[src/rtl/i2cs_fifo_push_arbiter.sv]
// Round-robin push-port arbiter for the I2C slave FIFO.
// Two byte requesters share one FIFO write port in bounded bursts.
module i2cs_fifo_push_arbiter #(
  parameter int         MAX_BURST = 16,
  parameter logic [2:0] WM_FLAGS  = 3'b100
) (
  input  logic       clk_i,
  input  logic       rst_ni,
  input  logic       req0_i,
  input  logic [7:0] data0_i,
  input  logic       last0_i,
  output logic       ack0_o,
  input  logic       req1_i,
  input  logic [7:0] data1_i,
  input  logic       last1_i,
  output logic       ack1_o,
  input  logic       fifo_full_i,
  input  logic [2:0] fifo_flags_i,
  output logic       push_o,
  output logic [7:0] wr_data_o,
  output logic [1:0] grant_o,
  output logic       irq_o,
  input  logic       irq_clr_i
);

  typedef enum logic [1:0] {
    IDLE = 2'd0,
    OWN0 = 2'd1,
    OWN1 = 2'd2
  } state_t;

  state_t     state;
  state_t     state_nxt;
  logic       last_served;
  logic [7:0] beat_cnt;
  logic       own_req;
  logic       own_last;
  logic       at_limit;
  logic       burst_end;

  assign at_limit  = (beat_cnt == 8'(MAX_BURST - 1));
  assign burst_end = ~own_req |
                     (push_o & (own_last | at_limit));

  always_ff @(posedge clk_i or negedge rst_ni) begin
    if (!rst_ni) begin
      state <= IDLE;
    end else begin
      state <= state_nxt;
    end
  end

  // Ties go to whoever was not served last.
  always_comb begin
    state_nxt = state;
    unique case (state)
      IDLE: begin
        if (req0_i & req1_i) begin
          state_nxt = last_served ? OWN0 : OWN1;
        end else if (req0_i) begin
          state_nxt = OWN0;
        end else if (req1_i) begin
          state_nxt = OWN1;
        end
      end
      OWN0, OWN1: begin
        if (burst_end) state_nxt = IDLE;
      end
      default: state_nxt = IDLE;
    endcase
  end

  always_comb begin
    own_req   = 1'b0;
    own_last  = 1'b0;
    ack0_o    = 1'b0;
    ack1_o    = 1'b0;
    push_o    = 1'b0;
    wr_data_o = 8'h00;
    grant_o   = 2'b00;
    unique case (1'b1)
      (state == OWN0): begin
        own_req   = req0_i;
        own_last  = last0_i;
        ack0_o    = req0_i & ~fifo_full_i;
        push_o    = ack0_o;
        wr_data_o = ack0_o ? data0_i : 8'h00;
        grant_o   = 2'b01;
      end
      (state == OWN1): begin
        own_req   = req1_i;
        own_last  = last1_i;
        ack1_o    = req1_i & ~fifo_full_i;
        push_o    = ack1_o;
        wr_data_o = ack1_o ? data1_i : 8'h00;
        grant_o   = 2'b10;
      end
      default: begin
        own_req = 1'b0;
      end
    endcase
  end

  always_ff @(posedge clk_i or negedge rst_ni) begin
    if (!rst_ni) begin
      last_served <= 1'b1;
      beat_cnt    <= 8'd0;
    end else if ((state != IDLE) && burst_end) begin
      last_served <= (state == OWN1);
      beat_cnt    <= 8'd0;
    end else if (push_o) begin
      beat_cnt    <= beat_cnt + 8'd1;
    end
  end

  // Set dominates clear while the FIFO stays above the watermark.
  always_ff @(posedge clk_i or negedge rst_ni) begin
    if (!rst_ni) begin
      irq_o <= 1'b0;
    end else if (fifo_flags_i >= WM_FLAGS) begin
      irq_o <= 1'b1;
    end else if (irq_clr_i) begin
      irq_o <= 1'b0;
    end
  end

endmodule

[config.mk]
export PLATFORM = sky130hd
export DESIGN_NAME = i2cs_fifo_push_arbiter
export DESIGN_NICKNAME = d
export VERILOG_FILES = /design/src/rtl/i2cs_fifo_push_arbiter.sv
export SDC_FILE = /design/constraint.sdc
export NUM_CORES = 1
export LEC_CHECK = 0
export ABC_CLOCK_PERIOD_IN_PS = 4600
export CORE_MARGIN = 1.5
export CORE_UTILIZATION = 45
export CTS_BUF_LIST = sky130_fd_sc_hd__clkbuf_4 sky130_fd_sc_hd__clkbuf_8
export DETAILED_ROUTE_END_ITERATION = 8
export PLACE_DENSITY = 0.93
export SYNTH_ARGS = -nofsm -noshare
export SYNTH_HDL_FRONTEND = slang
export SYNTH_SLANG_ARGS = --single-unit
[constraint.sdc]
create_clock -name clk_i -period 4.6 [get_ports clk_i]
set_clock_uncertainty 0.15 [all_clocks]
set_input_delay 0.92 -clock clk_i [delete_from_list [all_inputs] [get_ports clk_i]]
set_output_delay 0.92 -clock clk_i [all_outputs]
set_load 0.01 [all_outputs]
==> impl_metrics.tcl, run 1 <==
set metrics [dict create \
    status "finished clean" \
    ys_seq_elements 12 \
    syn_inst 98 \
    setup_viol 0 \
    die-area_sq_mm 0.00222 \
    nets 171 \
    path_buf_inv 2 \
    whs_path_depth 1 \
    critPathMaxStageDelay_ps 630 \
    critPathMaxFanout 7 \
    grt_overflow 0 \
    slew_headroom_pct 62.6 \
    crit_arrival_ps 2820 \
    cap_violations 0 \
    antenna_found_initial 0 \
    synth_top_flop_cell "dfrtp_1" \
    reg2reg_depth 6 \
    dp_hpwl_mm 1.96 \
    cpMostUsedCell "clkdlybuf4s50_1" \
    syn_area_sq_um 875 \
    final_area_sq_mm 0.00131 \
    required_ps 3530 \
    io_buffers 38 \
    finalSetupTns_ps 0 \
    path_class "in -> out" \
    highest_layer "met4" \
    slew_violations 0 \
    seq_area_frac_synth_pct 34.5 \
    ctsHoldBuffers 0 \
    cp_top_family "buffers and inverters" \
    routedLengthMet1_mm 1.05 \
    cts.clk_slew.worst_paths_ps 70 \
    seqPwrFrac_pct 26.7 \
    core_region_area_sq_mm 0.00178 \
    synth-edff-count 0 \
    post_dp_cell_area_sq_mm 0.00127 \
    die_h_microns 47.1 \
    areaGrowthSynthToFinish_pct 49.2 \
    htreeDepth 1 \
    wl_met2_mm 1.26 \
    mostFrequentLayoutCells "clkdlybuf4s50_1 (38), nor2_1 (18), a22oi_1 (11), dfrtp_1 (11)" \
    drt-total-wl_mm 2.47 \
    cts_buffer_depth 2 \
    p_clk_share_pct 14.8 \
    synth-async-reset-ratio_pct 100 \
    gp_congestion 0.928 \
    p_per_area_mw_per_mm2 396 \
    first_global_vias 831 \
    hold_violations 0 \
    rows 15 \
    rr_startpoint "state[0]" \
    syn_area_per_cell_sq_um 8.92 \
    vias 893 \
    grt_util_all_layers_pct 25.1 \
    start_util_pct 49.1 \
    grt_max_degree 13 \
    reg2reg_to "last_served" \
    drt-pass1-iter-count 4 \
    wl_met3_microns 98 \
    pre_cts_ws_ps 748 \
    drtIter0Drc 21 \
    cts_root_buf "clkbuf_4" \
    routed_via_density 5.51 \
    rsz0062_at_grt "no" \
    ys_warn_count 0 \
    antenna_left 0 \
    drive_above_1_share_pct 6.57 \
    layout_setup_ws_ps 711 \
    fmax_mhz 257 \
    synth_nets 131 \
    pin_count 41 \
    crit_chain "clkdlybuf4s50_1, a22oi_1, nor3_1, clkdlybuf4s50_1" \
    drc 0 \
    postCtsResizedCells 0 \
    fin_crit_ps 3890 \
    critPathLaunchType "input pin" \
    ir_drop_v 0.000299 \
    swShare_pct 43.1 \
    p_sw_uw 223 \
    cts_made_buffers 3 \
    finalCritPeriodShare_pct 84.5 \
    wl_per_cell_microns 15.2 \
    slowest_stage "clkdlybuf4s50_1" \
    grt_first_pass_wirelength_mm 3.79 \
    fp.dieW_microns 47.1 \
    cts_setup_buffers 0 \
    min-delay-start "irq_o" \
    cts_tree "yes" \
    combPwrFrac_pct 58.6 \
    hp-class "reg -> reg" \
    cell_internal_pwr_uw 294 \
    clkLatencyLatePin_ps 280 \
    clock_sinks 12 \
    reg2reg_slack_ps 2220 \
    tightest_slew_ps 559 \
    final_common_cell "clkdlybuf4s50_1" \
    leakage_uw 0.000521 \
    worstHoldEndpoint "irq_o" \
    antenna_cells 0 \
    ys_types 30 \
    crit_path_end_kind "output port" \
]
[flip-flops by register name, summed over array words and instances (netlist names)]
signal	cells
irq_o	1
last_served	1
state	2
beat_cnt	8
[logic make-up (layout without fill, tap and decap cells)]
family / Yosys count / after routing / synth area share, %
adder cells (fa/ha/maj): 6 / 6 / 8.58
multiplexers: 2 / 2 / 2.86
AO/OA/AOI/OAI: 22 / 22 / 19.7
AND/OR/NAND/NOR: 41 / 41 / 23.9
XOR/XNOR: 7 / 7 / 7.01
flip-flops: 12 / 12 / 34.5
buffers and inverters: 8 / 47 / 3.43
[metal layers]
metal	up-vias	global-route usage [%]
met1	426	32.2
li1	431	-
met5	-	0
met4	0	11.7
met2	30	40.0
met3	6	5.77
[final cells by class]
cell class	instances	area, sq um
sequential	12	302
tap	25	31.3
clock buffer	4	30.0
inverter	5	18.8
multi-input combinational	78	543
timing repair buffer	38	380
fill	148	478
[worst max path at each step]
| stage | cells past startpoint | slack, ps | to | startpoint |
|---|---|---|---|---|
| 3_5_place_dp | 4 | 750 | push_o | req1_i |
| 3_3_place_gp | 4 | 780 | push_o | req1_i |
| 6_report | 4 | 710 | push_o | req1_i |
| 2_1_floorplan | 5 | 1770 | wr_data_o[0] | fifo_full_i |
| 4_1_cts | 4 | 740 | push_o | req1_i |
| 5_1_grt | 6 | 630 | wr_data_o[4] | fifo_full_i |
[synthesized netlist by cell type, drive strengths merged (2+ instances only)]
cell	count	share of area [%]
o211ai	2	1.7
nand2	2	0.86
and3	3	2.1
nor2	18	7.7
o21ai	4	2.3
nand3	6	3.4
xor2	2	2.0
a22oi	11	9.4
ha	6	8.6
nor3	3	1.7
xnor2	5	5.0
inv	5	2.1
o31a	2	2.1
clkbuf	3	1.3
nand2b	3	2.1
dfrtp	11	31
[power groups by stage]
stage | Combinational [uW] | Clock [uW] | Sequential, uW
final | 303 | 76.3 | 138
after floorplan | 197 | 0 | 137
after global placement | 286 | 0 | 139
after detailed placement | 295 | 0 | 140
after CTS | 299 | 79.5 | 138
after global routing | 334 | 82.0 | 140
[stage by stage]
step                      hold slack, ps  std cells  power (uW)  utilization [%]
after global routing                 355        162         556             73.2
after CTS                            334        162         517             73.2
after floorplan                      353         98         334                -
final                                330        162         517             73.2
after detailed placement             317        158         435             71.5
after global placement               311        158         425             71.5
Note: power is estimated with default switching activity, not from simulation.
==> run 2: changes to the inputs <==
- ABC_CLOCK_PERIOD_IN_PS: 4600 -> 3400
- CORE_UTILIZATION: 45 -> 38
- PLACE_DENSITY: 0.93 -> 0.84
- clock period: 4.6 -> 3.4 ns (I/O delays scaled with it)
==> run 2 against run 1 <==
  * Combinational power is 36% higher
  * Critical endpoint is now wr_data_o[4]
  * Highest routed layer unchanged
  * Critical path depth is 1 higher
  * Flip-flop and latch count stayed put
  * Count of clock-buffer cells in the layout stayed put
  * Largest power group unchanged
  * Via count is 0.78% higher
==> impl_metrics.tcl, run 2 (synthesis gave the netlist of run 1 again) <==
set metrics [dict create \
    antenna_cells 0 \
    grt_overflow 0 \
    grt_util_all_layers_pct 19.1 \
    cts_tree "yes" \
    seqPwrFrac_pct 27.0 \
    mostFrequentLayoutCells "clkdlybuf4s50_1 (38), nor2_1 (18), a22oi_1 (11), dfrtp_1 (11)" \
    routed_via_density 5.33 \
    largestRegisters "beat_cnt: 8 flops, state: 2 flops" \
    dp_hpwl_mm 1.78 \
    p_clk_share_pct 13.7 \
    antenna_found_initial 0 \
    p_sw_uw 288 \
    clock_sinks 12 \
    critPathMaxFanout 9 \
    rsz0062_at_grt "no" \
    post_dp_cell_area_sq_mm 0.00131 \
    wl_per_cell_microns 13.2 \
    vias 900 \
    first_global_vias 874 \
    drc 0 \
    setup_viol 0 \
    clkLatencyLatePin_ps 270 \
    swShare_pct 41.4 \
    regArea_sq_um 302 \
    drive_above_1_share_pct 9.93 \
    drtIter0Drc 39 \
    status "finished clean" \
    finalCritPeriodShare_pct 95.7 \
    core_region_area_sq_mm 0.00219 \
    crit_path_end_kind "output port" \
    slew_headroom_pct 65.9 \
    cap_violations 0 \
    fp.dieW_microns 51.0 \
    leakage_uw 0.000540 \
    crit_arrival_ps 2420 \
    cts_made_buffers 3 \
    critPathLaunchType "input pin" \
    io_buffers 38 \
    antenna_left 0 \
    nets 175 \
    required_ps 2570 \
    grt_first_pass_wirelength_mm 3.79 \
    slew_violations 0 \
    hp-class "reg -> reg" \
    cell_internal_pwr_uw 409 \
    fill_cells 181 \
    rows 17 \
    die_h_microns 51.0 \
    largest_register_ffs 8 \
    cts.clk_slew.worst_paths_ps 60 \
    ctsHoldBuffers 0 \
    finalSetupTns_ps 0 \
    grt_max_degree 13 \
    cts_buffer_depth 2 \
    areaGrowthSynthToFinish_pct 53.2 \
    htreeDepth 1 \
    drt-pass1-iter-count 4 \
    fmax_mhz 307 \
    final_area_sq_mm 0.00134 \
    fin_crit_ps 3250 \
    die-area_sq_mm 0.00260 \
    drt-total-wl_mm 2.23 \
    tightest_slew_ps 509 \
    p_per_area_mw_per_mm2 520 \
    holdWs_ps 326 \
    start_util_pct 39.9 \
    hold_violations 0 \
    cts_root_buf "clkbuf_4" \
    pre_cts_ws_ps 106 \
    combPwrFrac_pct 59.3 \
    gp_congestion 0.777 \
    path_class "in -> out" \
    layout_setup_ws_ps 147 \
    final_util_pct 61.2 \
    pin_count 41 \
    ir_drop_v 0.000286 \
    final_common_cell "clkdlybuf4s50_1" \
    top_register "beat_cnt" \
    multi_input_area_sq_um 544 \
]
## run 2: changes by cell type in the layout (fill, tap and decap cells not counted)
| cell | previous run | this run |
|---|---|---|
| buf_4 | 0 | 4 |
| and3_2 | 0 | 1 |
| and3_1 | 3 | 2 |
## run 2: what timing repair did
action / in CTS / in global routing
setup endpoints to repair: 0 / 6
setup buffers: 0 / 0
resized for setup: 0 / 1
## run 2: final timing paths
check	endpoint	slack [ps]	startpoint	depth (start not counted)
setup / recovery	wr_data_o[4]	150	req1_i	5
min in group asynchronous	beat_cnt[5]	600	rst_ni	1
hold reg to reg	irq_o	330	irq_o	1
setup reg to reg	last_served	1020	state[0]	7
max in group asynchronous	last_served	2140	rst_ni	1
hold / removal	irq_o	330	irq_o	1
## run 2: layout make-up
class | instances | area share, %
well taps | 28 | 2.61
repair buffers | 42 | 30.6
clock buffers | 4 | 2.24
inverters | 5 | 1.40
multi-input cells | 78 | 40.6
flip-flops and latches | 12 | 22.5
## run 2: power by group through the flow
stage	clock network (uW)	logic (uW)	registers, uW
final	95.8	413	188
after global routing	109	451	191
after CTS	101	408	187
after detailed placement	0	406	190
after global placement	0	396	188
after floorplan	0	267	185
## run 2: per-stage QoR
step	total power, uW	cells
finish	697	169
floorplan	452	98
global route	751	169
CTS	696	169
global placement	585	165
detailed placement	595	165
## run 2: per-layer routing
metal	vias to the layer above	GRT usage (%)	wire [microns]
met1	414	25.5	979
met3	4	5.26	141
met4	0	6.31	27
met5	-	0	0
met2	41	29.7	1080
li1	441	-	-
## run 2: critical path, stage by stage
cell	delay [ps]
clkdlybuf4s50_1	600
and3_2	340
a22oi_1	120
nor2_1	120
clkdlybuf4s50_1	550
